### config.mk
export PLATFORM = sky130hd
export DESIGN_NAME = ser_tx
export DESIGN_NICKNAME = d
export VERILOG_FILES = /design/src/rtl/ser_tx.sv
export SDC_FILE = /design/constraint.sdc
export NUM_CORES = 1
export LEC_CHECK = 0
export ABC_AREA = 1
export BUFFER_PORTS_ARGS = -buffer_cell sky130_fd_sc_hd__buf_2
export CAP_MARGIN = 15
export CORE_MARGIN = 2
export CORE_UTILIZATION = 49
export CTS_CLUSTER_SIZE = 8
export DETAILED_ROUTE_END_ITERATION = 8
export GPL_TIMING_DRIVEN = 1
export PLACE_DENSITY_LB_ADDON = 0.08
export SLEW_MARGIN = 30
export SYNTH_ARGS = -nofsm -noshare
export SYNTH_HDL_FRONTEND = slang
export SYNTH_SLANG_ARGS = --single-unit
### constraint.sdc
create_clock -name clock -period 2 [get_ports clock]
set_input_delay 0.1 -clock clock [delete_from_list [all_inputs] [get_ports clock]]
set_output_delay 0.1 -clock clock [all_outputs]
set_load 0.01 [all_outputs]
### src/rtl/ser_tx.sv
// rtl/ser_tx.sv - command-driven 8N1 serial transmitter with polled status byte
module ser_tx #(
    parameter logic [7:0] DefaultDiv = 8'h03
) (
    input  logic        clock,
    input  logic        reset,
    input  logic [11:0] inst,
    input  logic        inst_en,
    output logic        tx,
    output logic [7:0]  status,
    output logic        ready
);

    localparam logic [3:0] OP_LDD = 4'h1;
    localparam logic [3:0] OP_LDB = 4'h2;
    localparam logic [3:0] OP_SND = 4'h3;
    localparam logic [3:0] OP_CLO = 4'h4;

    typedef enum logic [1:0] {IDLE, START, DATA, STOP} state_t;

    state_t      state;
    logic [7:0]  holding;
    logic [7:0]  shift;
    logic [7:0]  div;
    logic [7:0]  active_div;
    logic [7:0]  baud;
    logic [2:0]  bit_cnt;
    logic        pending;
    logic        ovf;
    logic        tx_r;

    logic [3:0]  op;
    logic        busy;
    logic        snd;
    logic        last_tick;
    logic        stop_end;
    logic        launch;

    assign op        = inst[11:8];
    assign busy      = (state != IDLE);
    assign snd       = inst_en && (op == OP_SND);
    assign last_tick = (baud == active_div);
    assign stop_end  = (state == STOP) && last_tick;
    // A request landing in the final stop cycle is folded straight into a relaunch.
    assign launch    = ((state == IDLE) && snd) || (stop_end && (pending || snd));

    assign tx     = tx_r;
    assign status = {5'b0, ovf, pending, busy};
    assign ready  = ~busy & ~pending;

    always_ff @(posedge clock or negedge reset) begin
        if (!reset) begin
            state      <= IDLE;
            holding    <= 8'h00;
            shift      <= 8'h00;
            div        <= DefaultDiv;
            active_div <= DefaultDiv;
            baud       <= 8'h00;
            bit_cnt    <= 3'd0;
            pending    <= 1'b0;
            ovf        <= 1'b0;
            tx_r       <= 1'b1;
        end else begin
            if (inst_en) begin
                case (op)
                    OP_LDD:  holding <= inst[7:0];
                    OP_LDB:  div     <= inst[7:0];
                    OP_CLO:  ovf     <= 1'b0;
                    default: ;
                endcase
            end

            if (snd && busy && pending)
                ovf <= 1'b1;
            if (snd && busy && !pending && !stop_end)
                pending <= 1'b1;

            case (state)
                IDLE: ;
                START: begin
                    if (last_tick) begin
                        state   <= DATA;
                        tx_r    <= shift[0];
                        baud    <= 8'h00;
                        bit_cnt <= 3'd0;
                    end else begin
                        baud <= baud + 8'd1;
                    end
                end
                DATA: begin
                    if (last_tick) begin
                        baud  <= 8'h00;
                        shift <= {1'b0, shift[7:1]};
                        if (bit_cnt == 3'd7) begin
                            state <= STOP;
                            tx_r  <= 1'b1;
                        end else begin
                            bit_cnt <= bit_cnt + 3'd1;
                            tx_r    <= shift[1];
                        end
                    end else begin
                        baud <= baud + 8'd1;
                    end
                end
                STOP: begin
                    if (last_tick) begin
                        state <= IDLE;
                        baud  <= 8'h00;
                    end else begin
                        baud <= baud + 8'd1;
                    end
                end
                default: state <= IDLE;
            endcase

            // Frame launch samples holding/div now, so late LDD/LDB updates are honoured.
            if (launch) begin
                shift      <= holding;
                active_div <= div;
                baud       <= 8'h00;
                bit_cnt    <= 3'd0;
                state      <= START;
                tx_r       <= 1'b0;
                pending    <= 1'b0;
            end
        end
    end

endmodule

Word-level counts from Yosys, hierarchy flattened. Index checks and enable logic that the tools add are counted.

Muxes and demuxes: 27. Reductions and logical operators: 30. Equality and inequality tests: 14. Bitwise operators: 3. Add/subtract/negate cells: 2.

Operator list (number): $mux W8 (6); $ne A3 B3 Y1 const B (5); $reduce_bool A2 Y1 (7); $mux W3 (4); $mux W2 (5); $mux W1 (9); $add A8 B1 Y8 const B (1); $eq A4 B2 Y1 const B (2); $eq A8 B8 Y1 (1); $logic_and A1 B1 Y1 (8); $reduce_and A2 Y1 (4); $pmux W2 S3 (1); $pmux W3 S2 (1); $reduce_and A5 Y1 (1); $eq A2 B2 Y1 const B (2); $eq A4 B1 Y1 const B (1); $eq A4 B3 Y1 const B (1); $reduce_and A4 Y1 (1); $reduce_bool A4 Y1 (1); $add A3 B1 Y3 const B (1); $eq A3 B3 Y1 const B (1); $reduce_and A3 Y1 (1); $reduce_bool A3 Y1 (1); $reduce_or A3 Y1 (1); other kinds (7) (10).

Output and inout bits: 10. Input bits: 15. Logic and storage cells: 86. Register bits after elaboration: 48.

Longest topological paths before layout. Gate-level depths: netlist (run 1).

Depth in word-level cells: 7. Gate-level depth with buffers: 12. Mapped depth without buffers: 11.

Worst setup path before layout (run 1). OpenSTA, ideal clock, no wires.

Path type: register to register. Start: register state[0]. End: register shift[7]. Arrival time: 1.431 ns. Clock period less this slack: 1.557 ns. Stages on the path, launching flop included: 9. Buffers on the path: 1. Data required time: 1.874 ns. Library setup time: 0.126 ns. Setup slack: 0.443 ns. Cells stage by stage: dfrtp_1 -> inv_1 -> ha_1 -> nand4_1 -> nand2_4 -> inv_4 -> o21ai_4 -> buf_6 -> o21ai_0.

Longest elaborated chain between the ends: 6. Elaborated cells on any way between the ends: 11. Classes of those cells: eq/ne (2); mux (1); reduce/logical (8).

RTL lines: start, declared (RTL line 21) `state_t state;`; start signal, assigned (RTL line 53) `state <= IDLE;`; start signal, assigned (RTL line 82) `state <= DATA;`; start signal, assigned (RTL line 95) `state <= STOP;`; $eq A2 B2 Y1 (RTL line 43) `assign stop_end = (state == STOP) && last_tick;`; $logic_and A1 B1 Y1 (RTL line 43); $logic_and A1 B1 Y1 (RTL line 45) `assign launch = ((state == IDLE) && snd) || (stop_end && (pending || snd));`; $logic_or A1 B1 Y1 (RTL line 45); $reduce_bool A2 Y1 (no line); $reduce_and A2 Y1 (no line); end signal, assigned (RTL line 93) `shift <= {1'b0, shift[7:1]};`; end signal, assigned (RTL line 118) `shift <= holding;`; end, declared (RTL line 23) `logic [7:0] shift;`.

Several ways; a longest one is shown, not always the timed one. A chain may end at the register's enable or synchronous reset.

Worst setup path in the final report (run 1).
Start: register state[0]. End: register shift[0].

Same word-level chain as after synthesis.

==> results of run 1 <==
cell usage in the layout (no fill, tap or decap), drive strengths merged:
master / instances
o41ai: 1
nand3b: 2
o22ai: 3
o21a: 1
clkinv: 1
xnor2: 3
ha: 7
clkinvlp: 1
nor2: 17
o21ai: 46
o211ai: 1
xor2: 3
nor3: 1
nor4: 1
nand3: 8
o31ai: 1
buf: 22
inv: 44
dfstp: 5
dfrtp: 43
nand2: 91
nand4: 7
conb: 5
a31oi: 1
dlygate4sd3: 1
clkbuf: 7
a21oi: 5
or3: 1
worst reg2reg max path, stage by stage, from the launching register on:
cell	delay, ns
dfrtp_1	0.42
inv_1	0.10
ha_1	0.20
nand4_1	0.28
nand2_4	0.21
inv_4	0.10
o21ai_4	0.17
nor2_1	0.09
a21oi_1	0.12
cells in the mapped netlist:
| master | number | area share |
|---|---|---|
| dfstp_2 | 5 | 0.052 |
| o41ai_1 | 1 | 0.0035 |
| nand3b_1 | 2 | 0.0059 |
| nand4_4 | 1 | 0.0084 |
| o21ai_1 | 3 | 0.0059 |
| buf_6 | 2 | 0.0089 |
| nand3_1 | 8 | 0.016 |
| o21a_1 | 1 | 0.0030 |
| nand2_1 | 87 | 0.13 |
| clkbuf_1 | 2 | 0.0030 |
| o211ai_1 | 1 | 0.0030 |
| xor2_1 | 3 | 0.010 |
| inv_2 | 5 | 0.0074 |
| buf_4 | 10 | 0.030 |
| o22ai_1 | 3 | 0.0074 |
| nand4_1 | 6 | 0.015 |
| or3_1 | 1 | 0.0025 |
| nor2_4 | 1 | 0.0044 |
| dfrtp_1 | 43 | 0.42 |
| nor2_2 | 2 | 0.0049 |
| nor4_1 | 1 | 0.0025 |
| a31oi_1 | 1 | 0.0025 |
| o21ai_4 | 1 | 0.0064 |
| inv_1 | 38 | 0.056 |
| conb_1 | 1 | 0.0015 |
| nor3_1 | 1 | 0.0020 |
| o21ai_0 | 40 | 0.079 |
| nor2_1 | 14 | 0.021 |
| nand2_2 | 3 | 0.0074 |
| o21ai_2 | 2 | 0.0069 |
| o31ai_1 | 1 | 0.0030 |
| buf_2 | 2 | 0.0040 |
| a21oi_1 | 5 | 0.0099 |
| clkinv_1 | 1 | 0.0015 |
| inv_4 | 1 | 0.0025 |
| xnor2_1 | 3 | 0.010 |
| nand2_4 | 1 | 0.0044 |
| ha_1 | 7 | 0.035 |
cell families (layout without fill, tap and decap cells):
kind of cell / after synthesis / count (layout) / share of synthesized area
and+or+nand+nor: 128 / 128 / 0.223
buffers and inverters: 61 / 76 / 0.113
AOI/OAI and AO/OA: 59 / 59 / 0.130
DFF: 48 / 48 / 0.477
adders and majority gates: 7 / 7 / 0.0346
xor gates and xnor gates: 6 / 6 / 0.0208
other: 1 / 5 / 0.00148
sequential cells by signal, summed over array words and instances, names as in the netlist:
name,flops
holding,8
pending,1
tx,1
baud,8
state,2
ovf,1
div,8
bit_cnt,3
shift,8
active_div,8
metal layers:
| layer | vias up | global-route usage |
|---|---|---|
| li1 | 1012 | - |
| met1 | 879 | 0.272 |
| met2 | 34 | 0.305 |
| met3 | 6 | 0.0357 |
| met4 | 0 | 0.0585 |
| met5 | - | 0 |
per-stage QoR:
| stage | hold WS [ns] | cell area [um2] |
|---|---|---|
| after floorplan | -0.196 | 2550 |
| after global placement | 0.168 | 2650 |
| after detailed placement | 0.161 | 2650 |
| after CTS | 0.0420 | 2750 |
| after global routing | 0.0490 | 2750 |
| final | 0.0495 | 2750 |
area by class of cell:
cell class                 instances  area (um2)  area share
timing repair buffer              23         140      0.0509
clock buffer                       7        86.3      0.0313
multi-input combinational        205        1050       0.383
sequential                        48        1210       0.438
clock inverter                     1        7.51     0.00273
tap                               70        87.6      0.0318
inverter                          45         171      0.0622
worst max path at each step:
stage / to / cells past startpoint / slack [ns]
after global placement: shift[7] / 7 / 0.25
final: shift[0] / 8 / 0.23
after detailed placement: shift[2] / 7 / 0.25
after CTS: shift[7] / 7 / 0.23
after global routing: shift[3] / 9 / 0.07
after floorplan: shift[7] / 8 / 0.44
power breakdown:
part           switching (W)  leakage [nW]  internal (W)
clock network       0.000329        0.0445      0.000282
logic              0.0000847         0.794     0.0000558
registers          0.0000416         0.547       0.00105
total               0.000456          1.39       0.00139
==> summary.txt, run 1 <==
STA
  – Setup_tns: 0 ns
  – Final worst setup slack: 0.227 ns
  – Clock Skews: 0.00801 ns
  – Final min period: 1.77 ns
  – Fmax achieved: 564 MHz
  – RSZ-0062 raised after global routing: no
  – Pins Over Slew Limit: 0
  – Relative slew slack: 0.572
  – Worst-margin pin slew: approximately 0.64 ns
  – Endpoints failing setup: 0
  – Final period utilization: 0.886
  – Hold Vio Cnt, Final: 0

Cells and area
  – Layout area overhead: 8.75%
  – Nets@finish: 350
  – Ant diodes: 0
  – FILL cells: ~500
  – Non-filler instance count after layout: 399
  – Final Util: 0.546
  – Layout cells sized above 1: 0.155

Global route
  – Global-route wire length before repair: roughly 8300 um
  – Gr usage total: 0.193
  – Largest net degree at the start of global routing: 32
  – Initial antenna violation count: 0
  – Total global routing overflow: 0
  – Vias in the first global route: between 1500 and 2000

Worst setup path
  – R2r setup slk: 0.23 ns
  – Reg-to-Reg Start: state[0]
  – Crit. Startpoint: state[0]
  – Cells along the critical path: inv_1 > ha_1 > nand4_1 > nand2_4 > inv_4 > o21ai_4 > nor2_1 > a21oi_1
  – Path depth of the worst reg2reg path: 8
  – CP Capture Type: register
  – Crit path max-delay family: simple AND/OR/NAND/NOR gates
  – WP data required: 2.23 ns
  – Slowest-stage cell, CP: dfrtp_1
  – Worst-path maximum fanout: 15
  – CP Launch Type: register
  – Crit Path Category: reg -> reg
  – Worst r2r dst: shift[0]
  – Buffer and inverter count on the worst path: 2
  – Arr. time, crit path: roughly 2.0 ns
  – Slowest stage delay, CP: 0.42 ns

Drt
  – Vias per cell: 4.84
  – Post-DRT Antenna Nets: 0
  – Via count: 1931
  – Met2 wire length: 2140 um
  – Wire length per cell: 12.2 um
  – Drt first pass iters: 4
  – 1st-iter DRT viols: 95
  – Residual DRC count: 0
  – Met3 wire length: between 100 and 150 um
  – WL final: 4880 um
  – Metal-1 WL: 2540 um
  – Top sig layer: met4

Status
  – Status: completed

Place
  – Placed instance count: 390
  – Place WS: 0.247 ns
  – Routability congestion estimate: 0.869
  – IO Port Bufs: 19
  – DP Wirelength: 3530 um

Power and ir drop
  – Peak supply drop: 0.365 mV
  – Overall Power: approximately 0.0018 W
  – Pwr Density: 670 mW/mm2
  – Leak: around 1.4 nW

Clock network
  – CTS tree: yes
  – Setup bufs post-CTS: 0
  – Clock latency on the worst-skew pair: 0.30 ns
  – Clock transition at the registers of the reported paths: 0.09 ns
  – Post-CTS Resized: 0
  – CTS buffer count: 5
  – Htree depth: 2
  – CTS Buffer Depth: 2
  – Cts hold-fix bufs: 1
  – CTS Root Cell: clkbuf_8
  – Clock sinks: 48

Floorplanning
  – DIE HEIGHT: 75.9 um
  – Initial Util: 0.502
  – IO Pins: 25
  – CORE AREA: a little over 0.005 mm2
  – Die X: 75.9 um
  – Die area: 0.00576 mm2
  – FP Rows: 26

Synth
  – Mapped Area: 0.00253 mm2
  – Post-synthesis sequential area ratio: 0.477
  – Cell count after synthesis: 310
  – Syn avg cell area: about 8.2 um2
  – Seq cells post-synth: 48
  – Yosys warning count: 0
  – Yosys cell types: 38

Min path
  – Hold path endpoint: holding[6]
  – Hold depth: 3
  – Hold Startpoint: inst[6]
  – HP Class: in -> reg

Flow run
  – Maxcap violations: 0
Note: power is estimated with default switching activity, not from simulation.
==> run 2: changes to the inputs <==
--- a/config.mk
+++ b/config.mk
@@ -14,6 +14,7 @@
 export DETAILED_ROUTE_END_ITERATION = 8
 export GPL_TIMING_DRIVEN = 1
 export PLACE_DENSITY_LB_ADDON = 0.08
+export REMOVE_ABC_BUFFERS = 1
 export SLEW_MARGIN = 30
 export SYNTH_ARGS = -nofsm -noshare
 export SYNTH_HDL_FRONTEND = slang
==> run 2 against run 1 <==
  * Power grew 6.4%
  * Fmax grew 2.6%
  * Sequential share of layout area shrank 0.41 points
  * Critical endpoint is now state[0]
==> summary.txt, run 2 (synthesis results as in run 1) <==
STA
  – Clock Skews: 0.00645 ns (-0.00156 ns)
  – Pins Over Slew Limit: 0 (unchanged)
  – Endpoints failing setup: 0 (unchanged)
  – Hold Slack: 0.0346 ns (-0.0149 ns)
  – Worst-margin pin slew: 0.649 ns (+0.00696 ns)
  – Final min period: 1.73 ns (-0.0451 ns)
  – RSZ-0062 raised after global routing: no
  – Hold Vio Cnt, Final: 0 (unchanged)
  – Relative slew slack: 0.566 (-0.00595)
  – Final period utilization: 0.864 (-0.0226)
  – Fmax achieved: 579 MHz (+2.6%)
  – Setup_tns: 0 ns (unchanged)

Power and ir drop
  – Peak supply drop: 0.454 mV (+24%)
  – Switching power total: 0.000448 W (-1.7%)
  – Leak: 1.41 nW (+1.4%)
  – Clock power share: 0.372 (+0.041)
  – Seq pwr share: 0.557 (-0.035)
  – Combinational fraction of design power: 0.070 (-0.006)
  – Sw Ratio: 0.228 (-0.0189)
  – Pwr Density: 706 mW/mm2 (+5.4%)
  – Int Power: 0.00151 W (+9.1%)

Clock network
  – CTS Root Cell: clkbuf_8
  – Clock transition at the registers of the reported paths: 0.08 ns (about the same)
  – CTS Buffer Depth: 2 (unchanged)
  – Setup bufs post-CTS: 0 (unchanged)
  – Htree depth: 2 (unchanged)
  – Clock sinks: 48 (unchanged)
  – Clock latency on the worst-skew pair: 0.30 ns (about the same)
  – CTS buffer count: 5 (unchanged)
  – CTS tree: yes

Min path
  – HP Class: in -> reg

Global route
  – Total global routing overflow: 0 (unchanged)
  – Global-route wire length before repair: 8140 um (-2.0%)
  – Largest net degree at the start of global routing: 49 (+53%)
  – Initial antenna violation count: 0 (unchanged)
  – Vias in the first global route: 1781 (-2.6%)
  – Gr usage total: 0.186 (-0.00763)

Drt
  – WL final: 4700 um (-3.7%)
  – Vias per cell: 4.89 (+0.94%)
  – Via count: 1954 (+1.2%)
  – 1st-iter DRT viols: 65 (-32%)
  – Post-DRT Antenna Nets: 0 (unchanged)
  – Drt first pass iters: 4 (unchanged)
  – Residual DRC count: 0 (unchanged)
  – Wire length per cell: 11.8 um (-4.0%)

Floorplanning
  – Die X: 75.9 um (unchanged)
  – FP Rows: 26 (unchanged)
  – Die area: 0.00576 mm2 (unchanged)
  – IO Pins: 25 (unchanged)
  – DIE HEIGHT: 75.9 um (unchanged)
  – CORE AREA: 0.00504 mm2 (unchanged)
  – Initial Util: 0.502 (unchanged)

Place
  – Routability congestion estimate: 0.848 (-2.4%)
  – IO Port Bufs: 19 (unchanged)
  – DP Wirelength: 3410 um (-3.6%)

Cells and area
  – Footprint of the multi-input gates: 0.00105 mm2 (unchanged)
  – Most common cell after layout, fill and taps aside: nand2_1
  – Layout cells sized above 1: 0.161 (+0.00559)
  – Register area: 0.00121 mm2 (unchanged)
  – Most frequent cells in the layout: nand2_1, dfrtp_1, o21ai_0, inv_1, buf_2
  – Layout area overhead: 9.78%
  – Ant diodes: 0 (unchanged)
  – FILL cells: 497 (-1.0%)
  – Nets@finish: 351 (+0.29%)

Worst setup path
  – Crit Path Category: reg -> reg
  – Slowest-stage cell, CP: dfrtp_1
  – CP Launch Type: register
  – Cells along the critical path: inv_1 > ha_1 > nand4_1 > buf_4 > o211ai_1 > nand4_1 > nand2_1 > nand2_1
  – Slowest stage delay, CP: 0.42 ns (about the same)
  – Worst-path maximum fanout: 5 (-10)
  – Arr. time, crit path: 1.92 ns (-0.08 ns)
  – CP Capture Type: register
  – WP data required: 2.19 ns (-0.04 ns)

Status
  – Status: completed

Flow run
  – Maxcap violations: 0 (unchanged)
[run 2: cell types whose count changed in the layout (fill, tap and decap cells not counted)]
cell        change
clkinvlp_4      -1
buf_12          -1
buf_4           +1
clkbuf_1        -1
bufinv_16       +1
buf_6           +1
clkinv_4        +1
[run 2: worst paths after layout]
kind / startpoint / to / slack (ns) / cells past startpoint
worst max-delay path: state[0] / state[0] / 0.27 / 8
worst min-delay path: inst[0] / div[0] / 0.03 / 3
worst max register to register: state[0] / state[0] / 0.27 / 8
worst min register to register: div[4] / div[4] / 0.50 / 2
max in group asynchronous: reset / holding[0] / 1.17 / 3
min in group asynchronous: reset / holding[5] / 0.42 / 3
[run 2: final cells by class]
class / count / area share
flip-flops and latches: 48 / 0.434
repair buffers: 24 / 0.0500
well taps: 70 / 0.0315
multi-input cells: 205 / 0.379
clock inverters: 2 / 0.0140
clock buffers: 6 / 0.0297
inverters: 45 / 0.0617
[run 2: critical path, delay by kind of cell, from the launching register on]
family | cells | cell delay, ns
AOI/OAI and AO/OA | 1 | 0.24
adders and majority gates | 1 | 0.19
buffers and inverters | 2 | 0.31
DFF | 1 | 0.42
and+or+nand+nor | 4 | 0.47
[run 2: routing by layer]
metal,GRT usage,routed length [um],vias up,part of all wire
met5,0,0,-,0
met4,0.0546,48,0,0.010
met3,0.0370,139,6,0.030
met2,0.291,2140,27,0.46
met1,0.261,2370,908,0.50
li1,-,-,1013,-
[run 2: timing repair]
action | CTS | global route
gates resized for setup | 0 | 1
hold buffers | 1 | 0
endpoints found under the setup margin | 0 | 1
endpoints found under the hold margin | 43 | 0
[run 2: power by group through the flow]
stage               Clock, W  Combinational (W)  Sequential [W]
floorplan                  0          0.0000757         0.00110
global placement           0           0.000138         0.00111
detailed placement         0           0.000140         0.00111
CTS                 0.000766           0.000142         0.00109
global route        0.000794           0.000169         0.00111
finish              0.000731           0.000138         0.00109
[run 2: through the flow]
step	std cells	util	instance area, um2	total power, W	worst slack [ns]
after detailed placement	391	0.525	2650	0.00125	0.228
after global routing	400	0.551	2780	0.00207	0.0489
final	400	0.551	2780	0.00196	0.272
after global placement	391	0.525	2650	0.00125	0.261
after CTS	400	0.551	2780	0.00200	0.220
after floorplan	298	-	2430	0.00118	0.306
==> run 3: changes to the inputs <==
--- a/config.mk
+++ b/config.mk
@@ -5,7 +5,7 @@
 export SDC_FILE = /design/constraint.sdc
 export NUM_CORES = 1
 export LEC_CHECK = 0
-export ABC_AREA = 1
+export ABC_AREA = 0
 export BUFFER_PORTS_ARGS = -buffer_cell sky130_fd_sc_hd__buf_2
 export CAP_MARGIN = 15
 export CORE_MARGIN = 2
==> constraint.sdc (replaced) <==
create_clock -name clock -period 1.78 [get_ports clock]
set_input_delay 0.089 -clock clock [delete_from_list [all_inputs] [get_ports clock]]
set_output_delay 0.089 -clock clock [all_outputs]
set_load 0.01 [all_outputs]
==> run 3 against run 2 <==
  * The flow now finishes with violations (setup timing)
  * Largest power group unchanged
  * Via count down 9.5%
  * Routed wire length increased by 9.9%
  * Clock power is 26% higher
  * Fmax down 6.1%
  * Highest routed layer unchanged
==> summary.txt, run 3 <==
Synth
  – Yosys cell types: 46 (+21%)
  – FFs w/ async S/R, synth: 1.00 (unchanged)
  – Seq cells post-synth: 48 (unchanged)
  – Top FF cell, synth: dfrtp_1
  – Post-synth EDFFs: 0 (unchanged)
  – Synth top area cells: dfrtp_1, mux2_2, dfstp_2, mux2_4, ha_1
  – Post-synthesis sequential area ratio: 0.475 (-0.00141)
  – Cell count after synthesis: 222 (-28%)
  – Syn avg cell area: 11.4 um2 (+40%)
  – Post-synth top area share: 0.424 (-0.00126)
  – Top-count cell post-synth: dfrtp_1
  – Largest area contributor in the netlist: dfrtp_1
  – Mapped Area: 0.00254 mm2 (+0.30%)
  – Commonest cells post-synth: dfrtp_1, nand2_1, mux2_2, o21ai_0, nor2_1
  – Yosys warning count: 0 (unchanged)

Global route
  – Largest net degree at the start of global routing: 49 (unchanged)
  – Total global routing overflow: 0 (unchanged)
  – Gr usage total: 0.192 (+0.00618)
  – Initial antenna violation count: 0 (unchanged)
  – Vias in the first global route: 1791 (+0.56%)
  – Global-route wire length before repair: 8700 um (+6.9%)

Floorplanning
  – IO Pins: 25 (unchanged)
  – CORE AREA: 0.00504 mm2 (unchanged)
  – Die X: 76.0 um (+0.14%)
  – DIE HEIGHT: 76.0 um (+0.14%)
  – FP Rows: 26 (unchanged)
  – Initial Util: 0.504 (+0.00149)
  – Die area: 0.00578 mm2 (+0.28%)

STA
  – RSZ-0062 raised after global routing: yes
  – Fmax achieved: 544 MHz (-6.1%)
  – Worst-margin pin slew: 0.605 ns (-0.0442 ns)
  – Clock Skews: 0.00791 ns (+0.00146 ns)
  – Final period utilization: 1.03 (+0.170)
  – Hold Vio Cnt, Final: 0 (unchanged)
  – Relative slew slack: 0.597 (+0.0308)
  – Final worst setup slack: -0.0592 ns (-0.332 ns)
  – Final min period: 1.84 ns (+0.112 ns)
  – Pins Over Slew Limit: 0 (unchanged)
  – Endpoints failing setup: 8 (+8)

Power and ir drop
  – Combinational fraction of design power: 0.076 (+0.006)
  – Switching power total: 0.000504 W (+13%)
  – Seq pwr share: 0.531 (-0.026)
  – Sw Ratio: 0.214 (-0.0139)
  – Clock power share: 0.393 (+0.021)
  – Int Power: 0.00185 W (+22%)
  – Leak: 1.46 nW (+3.9%)
  – Peak supply drop: 0.541 mV (+19%)
  – Pwr Density: 739 mW/mm2 (+4.8%)

Drt
  – Via count: 1769 (-9.5%)
  – Vias per cell: 5.16 (+5.6%)
  – 1st-iter DRT viols: 99 (+52%)
  – Wire length per cell: 15.1 um (+28%)
  – WL final: 5170 um (+9.9%)
  – Drt first pass iters: 4 (unchanged)
  – Residual DRC count: 0 (unchanged)
  – Post-DRT Antenna Nets: 0 (unchanged)

Min path
  – HP Class: in -> reg

Clock network
  – CTS Root Cell: clkbuf_8
  – Clock latency on the worst-skew pair: 0.30 ns (about the same)
  – CTS buffer count: 5 (unchanged)
  – Clock sinks: 48 (unchanged)
  – CTS Buffer Depth: 2 (unchanged)
  – CTS tree: yes
  – Htree depth: 2 (unchanged)
  – Clock transition at the registers of the reported paths: 0.09 ns (about the same)

Worst setup path
  – Arr. time, crit path: 2.03 ns (+0.11 ns)
  – Worst-path maximum fanout: 8 (+3)
  – Crit Path Category: reg -> reg
  – WP data required: 1.97 ns (-0.22 ns)
  – CP Capture Type: register
  – CP Launch Type: register

Cells and area
  – Layout cells sized above 1: 0.436 (+0.275)
  – Nets@finish: 295 (-16%)
  – Most frequent cells in the layout: dfrtp_1, buf_4, nand2_1, buf_2, mux2_2
  – Ant diodes: 0 (unchanged)
  – Most common cell after layout, fill and taps aside: dfrtp_1
  – Non-filler instance count after layout: 343 (-14%)
  – Layout area overhead: 25.2%
  – Final Util: 0.631 (+0.0792)

Place
  – IO Port Bufs: 19 (unchanged)
  – DP Wirelength: 3530 um (+3.5%)
  – Placed instance count: 330 (-16%)
  – Routability congestion estimate: 0.796 (-6.1%)

Status
  – Violated checks: setup timing
  – Status: finished, violations left

Flow run
  – Maxcap violations: 0 (unchanged)
[run 3: cell count changes after synthesis, sizes merged, moves of 4 or more]
cell   before  now
a22o        0    4
xnor2       3    8
nand2      91   24
nand4       7    2
inv        44    6
nor2       17   11
nand3       8    4
o21ai      46   18
nor3        1    9
mux2i       0    8
mux2        0   25
[run 3: per-layer routing]
layer | share of wire | track usage | wire, um
met5 | 0 | 0 | 0
met4 | 0.0089 | 0.0545 | 46
met3 | 0.031 | 0.0450 | 162
met2 | 0.47 | 0.300 | 2440
met1 | 0.49 | 0.270 | 2520
[run 3: kinds of logic after synthesis]
kind of cell	synth area share
buffers and inverters	0.0497
muxes	0.154
other	0.00148
xor gates and xnor gates	0.0374
adders and majority gates	0.0345
AOI/OAI and AO/OA	0.108
DFF	0.475
and+or+nand+nor	0.139
[run 3: layout make-up]
| cell class | count | area, um2 |
|---|---|---|
| clock buffers | 5 | 68.8 |
| clock inverters | 2 | 60.1 |
| fillers | 389 | 1860 |
| inverters | 6 | 22.5 |
| multi-input cells | 158 | 1350 |
| flip-flops and latches | 48 | 1210 |
| well taps | 70 | 87.6 |
| repair buffers | 54 | 384 |
[run 3: worst paths after layout]
check	startpoint	end	slack [ns]	cells past startpoint
setup / recovery	baud[6]	active_div[7]	-0.06	7
hold / removal	inst[9]	ovf	0.03	3
setup reg to reg	baud[6]	active_div[7]	-0.06	7
hold reg to reg	holding[5]	shift[5]	0.48	2
max in group asynchronous	reset	holding[7]	0.96	3
min in group asynchronous	reset	bit_cnt[2]	0.39	3
[run 3: power by group through the flow]
stage / sequential [W] / clock (W) / combinational (W)
after floorplan: 0.00126 / 0 / 0.000110
after global placement: 0.00127 / 0 / 0.000178
after detailed placement: 0.00127 / 0 / 0.000181
after CTS: 0.00125 / 0.000943 / 0.000183
after global routing: 0.00126 / 0.000991 / 0.000200
final: 0.00125 / 0.000923 / 0.000180
[run 3: what timing repair did]
| action | in CTS | in global routing |
|---|---|---|
| hold buffers | 1 | 0 |
| hold endpoints to repair | 43 | 0 |
| setup endpoints to repair | 25 | 28 |
| setup buffers | 4 | 1 |
| resized for setup | 10 | 21 |
| pin swaps | 6 | 5 |
[run 3: worst max-delay path, stage by stage (launching register included)]
cell	delay, ns
dfrtp_1	0.40
xnor2_1	0.21
buf_4	0.16
nand4_4	0.14
nor3_4	0.18
o22a_4	0.21
buf_12	0.14
mux2_4	0.29
[run 3: through the flow]
| stage | setup TNS (ns) | hold WS, ns | worst slack [ns] | power [W] | cell area, um2 |
|---|---|---|---|---|---|
| 2_1_floorplan | -0.928 | -0.207 | -0.126 | 0.00137 | 2450 |
| 3_3_place_gp | -0.341 | 0.224 | -0.0570 | 0.00145 | 2850 |
| 3_5_place_dp | -1.06 | 0.225 | -0.0896 | 0.00145 | 2850 |
| 4_1_cts | -0.0735 | 0.0206 | -0.0157 | 0.00238 | 3090 |
| 5_1_grt | -2.08 | 0.0179 | -0.121 | 0.00245 | 3180 |
| 6_report | -0.394 | 0.0272 | -0.0592 | 0.00235 | 3180 |
